===== config.mk =====
export PLATFORM = sky130hd
export DESIGN_NAME = arq_rx_fsm
export DESIGN_NICKNAME = d
export VERILOG_FILES = /design/src/rtl/arq_rx_fsm.sv
export SDC_FILE = /design/constraint.sdc
export NUM_CORES = 1
export LEC_CHECK = 0
export CORE_MARGIN = 2
export CORE_UTILIZATION = 30
export DETAILED_ROUTE_END_ITERATION = 8
export PLACE_DENSITY_LB_ADDON = 0.2
export SYNTH_ARGS = -nofsm -noshare
export SYNTH_HDL_FRONTEND = slang
export SYNTH_SLANG_ARGS = --single-unit

===== constraint.sdc =====
create_clock -name clk -period 2.52 [get_ports clk]
set_input_delay 0.378 -clock clk [delete_from_list [all_inputs] [get_ports clk]]
set_output_delay 0.378 -clock clk [all_outputs]
set_load 0.1 [all_outputs]

===== src/rtl/arq_rx_fsm.sv =====
// Receive side of a stop-and-wait (alternating-bit) ARQ link: parity/sequence check,
// ack/nack response, duplicate drop, and a small receive FIFO drained by the host.
module arq_rx_fsm #(
    parameter int DW      = 4,
    parameter int DEPTH   = 4,
    parameter int CNT_W   = 8,
    parameter int ODD_PAR = 0
) (
    input  logic             clk,
    input  logic             rst,
    input  logic             rx_valid,
    input  logic [DW-1:0]    rx_data,
    input  logic             rx_par,
    input  logic             rx_seq,
    output logic             rx_ready,
    output logic             ack,
    output logic             nack,
    output logic             ack_seq,
    input  logic             rd_en,
    output logic [DW-1:0]    dout,
    output logic             dout_valid,
    output logic             empty,
    output logic             full,
    output logic [CNT_W-1:0] nack_cnt,
    output logic [CNT_W-1:0] dup_cnt
);
    localparam int AW = $clog2(DEPTH);

    typedef enum logic [1:0] {IDLE, CHECK, RESP} state_t;

    typedef struct packed {
        logic          seq;
        logic          par;
        logic [DW-1:0] data;
    } frame_t;

    state_t        state;
    frame_t        frm;
    logic          exp_seq;
    logic [DW-1:0] mem [DEPTH];
    logic [AW-1:0] wptr, rptr;
    logic [AW:0]   count;
    logic          par_ok, push, pop;

    assign par_ok   = (^{frm.data, frm.par}) == 1'(ODD_PAR);
    assign push     = (state == CHECK) && par_ok && (frm.seq == exp_seq);
    assign pop      = rd_en && !empty;
    assign empty    = (count == '0);
    assign full     = (count == (AW+1)'(DEPTH));
    assign rx_ready = (state == IDLE) && !full;

    // Frame handshake and response generation; one frame occupies exactly three cycles.
    always_ff @(posedge clk) begin
        if (rst) begin
            state    <= IDLE;
            frm      <= '0;
            exp_seq  <= 1'b0;
            ack      <= 1'b0;
            nack     <= 1'b0;
            ack_seq  <= 1'b0;
            nack_cnt <= '0;
            dup_cnt  <= '0;
        end else begin
            case (state)
                IDLE: begin
                    if (rx_valid && rx_ready) begin
                        frm   <= '{seq: rx_seq, par: rx_par, data: rx_data};
                        state <= CHECK;
                    end
                end
                CHECK: begin
                    ack_seq <= frm.seq;
                    state   <= RESP;
                    if (!par_ok) begin
                        nack <= 1'b1;
                        if (nack_cnt != '1) nack_cnt <= nack_cnt + 1'b1;
                    end else begin
                        // A good frame with a stale seq means our previous ack was lost: re-ack, drop.
                        ack <= 1'b1;
                        if (frm.seq == exp_seq) exp_seq <= ~exp_seq;
                        else if (dup_cnt != '1) dup_cnt <= dup_cnt + 1'b1;
                    end
                end
                RESP: begin
                    ack   <= 1'b0;
                    nack  <= 1'b0;
                    state <= IDLE;
                end
                default: state <= IDLE;
            endcase
        end
    end

    always_ff @(posedge clk) begin
        if (rst) begin
            wptr       <= '0;
            rptr       <= '0;
            count      <= '0;
            dout       <= '0;
            dout_valid <= 1'b0;
        end else begin
            dout_valid <= pop;
            if (pop) begin
                dout <= mem[rptr];
                rptr <= rptr + 1'b1;
            end
            if (push) wptr <= wptr + 1'b1;
            case ({push, pop})
                2'b10:   count <= count + 1'b1;
                2'b01:   count <= count - 1'b1;
                default: ;
            endcase
        end
    end

    // Storage carries no reset; pointers and count define which entries are live.
    always_ff @(posedge clk) begin
        if (push) mem[wptr] <= frm.data;
    end
endmodule


==> results.md <==
- The fraction of layout cells with a size suffix above 1 is 21.3%.
- The run finished with clean final reports.
- The synthesized area per cell is 10.4 sq um.
- The count of nets left with antenna violations once routing finished came out at 0.
- Walking the worst path, the cells encountered are xnor3_1, xnor2_2, nor3_2, inv_1, ha_4, inv_2, fa_2, xor2_1, or3_1, a21oi_1.
- The final critical-path required period is 2.32 ns.
- In the final routed layout, each cell accounts on average for 12.3 um.
- The maximum clock frequency is 431 MHz.
- The maximum buffer depth of the clock tree is 2.
- For this run, the number of Yosys warnings is 0.
- After synthesis, the most frequently instantiated cells are dfxtp_1 (40), a21oi_1 (23), nand2_1 (23), nor2_1 (21), edfxtp_1 (16).
- The largest total area in the synthesized netlist belongs to dfxtp_1.
- At the end of the flow, the number of nets in the layout was 285.
- The synthesized netlist net count is 246.
- The area growth from synthesis to layout is 25.0%.
- In the routed layout, each cell is associated on average with a via count of 4.49.
- Once the floorplan was initialized, standard cells occupied 30.8% of the core.
- The number of remaining DRC errors is 0.
- The total length of routed wires is 4530 um.
- Setup violations remaining at the end of the flow were counted as 0.
- The number of buffers added by the clock tree synthesis step is 5.
- The filler cells instantiated in the layout total 821.
- The clock tree from TritonCTS is yes.
- The critical path start-end classification is reg -> reg.
- The DRC violation total after the first TritonRoute iteration is 48.
- Global routing used 11.2% of the available tracks.
- For this design the static power due to leakage is 1.08 nW.
- The later pin in the worst-skew pair is clocked with a latency of 0.30 ns.
- The max-capacitance violation count is 0.
- In this run, synthesis inferred 16 flip-flops with an integrated enable.
- Among all flip-flop cells after synthesis, the most frequent one is dfxtp_1.
- The critical path required time is 2.76 ns.
- STA classifies the critical path endpoint as a register.
- In this run the tightest slew margin relative to its limit is 70.9%.
- The arrival time of the worst setup path is 2.56 ns.
- Across all layers, the routed design uses 1660 vias.
- The via count of the first global-routing pass came to 1534.
- The type of element launching the critical path is a register.
- The most frequently used cell type in the post-synthesis netlist is dfxtp_1.
- After synthesis, the netlist uses 37 different library cells.
- The final cell count without fillers is 370.
- The I/O pin count is 37.
- Summing all placed instances gives a cell area of 2860 sq um.
- Buffers placed on the I/O ports in this run total 36.
- The aggregate global routing overflow is 0.
- The peak fanout along the critical path is 6.
- The master cell of the clock root buffer is clkbuf_8.
- The number of cells produced by synthesis is 228.
- The area share of the leading cell type in the synthesized netlist is 33.8%.
- The clock-pin slew on the worst setup and hold paths is 0.10 ns.
- The floorplan has 32 rows.
- The largest stage delay on the critical path is 0.43 ns.
- Hold repair after CTS inserted 0 buffers.
- After routing the design area is 2960 sq um.
- Including well taps, the total number of placed cells is 362.
- The cell with the largest stage delay on the worst path is xnor3_1.
- The post-synthesis instance area is 2370 sq um.
- The min-delay analysis places its worst path in the category reg -> reg.
- The share of flip-flops with an asynchronous set or reset is 0%.
- 0 antenna diodes ended up in the layout.
- The pin slew with the least headroom to its limit is 0.437 ns.
- The pin count of the biggest net entering global routing is 41.
- The count of final max-slew check failures is 0.
- Setup repair after global routing left no endpoint under its margin.
- VDD sags by at most 253 uV.
- Across the routed clock network, the largest skew measured is 0.00362 ns.
- The number of storage elements in the synthesis netlist is 56.
- The count of H-tree levels built during CTS is 2.
- The global-route wire length before repair is 7650 um.
- Summed over all nets, the half-perimeter wirelength after detailed placement is 3190 um.
- CTS saw 56 sinks.
- After floorplanning, the core was sized to cover 7690 sq um.
- The final-layout setup total negative slack is 0 ns.
- The weighted congestion reported at the end of routability-driven placement is 0.716.
- The areal power density over the cells is 771 nW/um^2.
- The number of antenna violations at the first check in global routing is 0.
- The die is 92.9 um tall.
- The final critical path takes up 92.1% of the cycle.
- The count of endpoints failing hold in the final timing report was 0.
- The overall die area is 8630 sq um.
- The first-pass iteration count of the detailed router is 4.
- Sorting the synthesized cells by area gives the leading types as dfxtp_1 (34%), edfxtp_1 (20%), a21oi_1 (4.9%), mux4_2 (3.8%), ha_1 (3.7%).
- The post-synthesis sequential area ratio is 54.0%.
- The width of the die is 92.9 um.
worst paths after layout:
kind | start | endpoint | slack [ns] | cells after the start
setup / recovery | frm[3]$_SDFFE_PP0P_ | count[2]$_SDFFE_PP0P_ | 0.20 | 10
setup reg to reg | frm[3]$_SDFFE_PP0P_ | count[2]$_SDFFE_PP0P_ | 0.20 | 10
hold reg to reg | dout[2]$_SDFFE_PP0P_ | dout[2]$_SDFFE_PP0P_ | 0.46 | 2
hold / removal | dout[2]$_SDFFE_PP0P_ | dout[2]$_SDFFE_PP0P_ | 0.46 | 2
critical path: cells and delay by family (launching register included):
family,cells,cell delay (ns)
AO/OA/AOI/OAI,1,0.12
buffers and inverters,2,0.14
flip-flops,1,0.38
XOR/XNOR,3,0.76
adder cells (fa/ha/maj),2,0.49
AND/OR/NAND/NOR,2,0.37
metal layers:
| metal | wire [um] | track usage, % |
|---|---|---|
| met5 | 0 | 0 |
| met1 | 2400 | 16.3 |
| met3 | 185 | 2.52 |
| met2 | 1890 | 16.0 |
| met4 | 60 | 4.04 |
stage by stage:
| stage | power [mW] | worst slack (ns) | hold slack [ns] | utilization, % |
|---|---|---|---|---|
| CTS | 2.32 | 0.113 | 0.466 | 38.5 |
| floorplan | 1.60 | 0.00446 | 0.453 | - |
| finish | 2.29 | 0.199 | 0.461 | 38.6 |
| global placement | 1.73 | 0.207 | 0.450 | 37.1 |
| global route | 2.41 | 0.0671 | 0.488 | 38.6 |
| detailed placement | 1.74 | 0.137 | 0.453 | 37.1 |
power by group:
part	switching, mW	total (mW)	internal [mW]
Combinational	0.429	0.651	0.222
Sequential	0.0692	1.06	0.988
Clock	0.283	0.579	0.296
Total	0.781	2.29	1.51
area by class of cell:
| class | count | area (sq um) | area share (%) |
|---|---|---|---|
| Tap cell | 102 | 128 | 4.31 |
| Sequential cell | 56 | 1290 | 43.4 |
| Clock buffer | 6 | 72.6 | 2.45 |
| Inverter | 11 | 46.3 | 1.56 |
| Multi-Input combinational cell | 153 | 1070 | 36.2 |
| Timing Repair Buffer | 40 | 323 | 10.9 |
| Clock inverter | 2 | 35.0 | 1.18 |
state kept, by name, indices dropped and copies added, names as in the netlist:
signal	count
frm	6
nack	1
nack_cnt	8
mem	16
state	2
count	3
rptr	2
ack_seq	1
dout_valid	1
exp_seq	1
wptr	2
ack	1
dout	4
dup_cnt	8
cells by family (layout without fill, tap and decap cells):
group,count (synthesis),in the layout,share of synthesized area [%]
xor gates and xnor gates,14,14,5.75
and+or+nand+nor,87,87,18.4
DFF,56,56,54.0
buffers and inverters,19,59,3.38
adders and majority gates,8,8,4.54
AOI/OAI and AO/OA,36,36,8.39
muxes,8,8,5.49
cell usage in the layout, fill, tap and decap left out, types with 2 or more instances in the layout:
master           count
dfxtp_1             38
buf_4               31
nand2_1             23
a21oi_1             23
nor2_1              21
edfxtp_1            16
nand3_1             13
inv_1                9
xor2_1               9
clkdlybuf4s50_1      9
o21ai_0              7
ha_1                 6
and2_1               5
or3_1                5
clkbuf_8             5
mux4_2               4
mux2i_1              4
xnor2_1              3
nor3_4               2
nand2b_1             2
and4_1               2
nand4_1              2
nor3_1               2
o31ai_1              2
or4_1                2
a211oi_1             2
what timing repair did:
item | in CTS | in global routing
setup buffers | 0 | 0
endpoints found under the setup margin | 0 | 1
gates resized for setup | 0 | 1
Power figures use the tool's default switching activity.
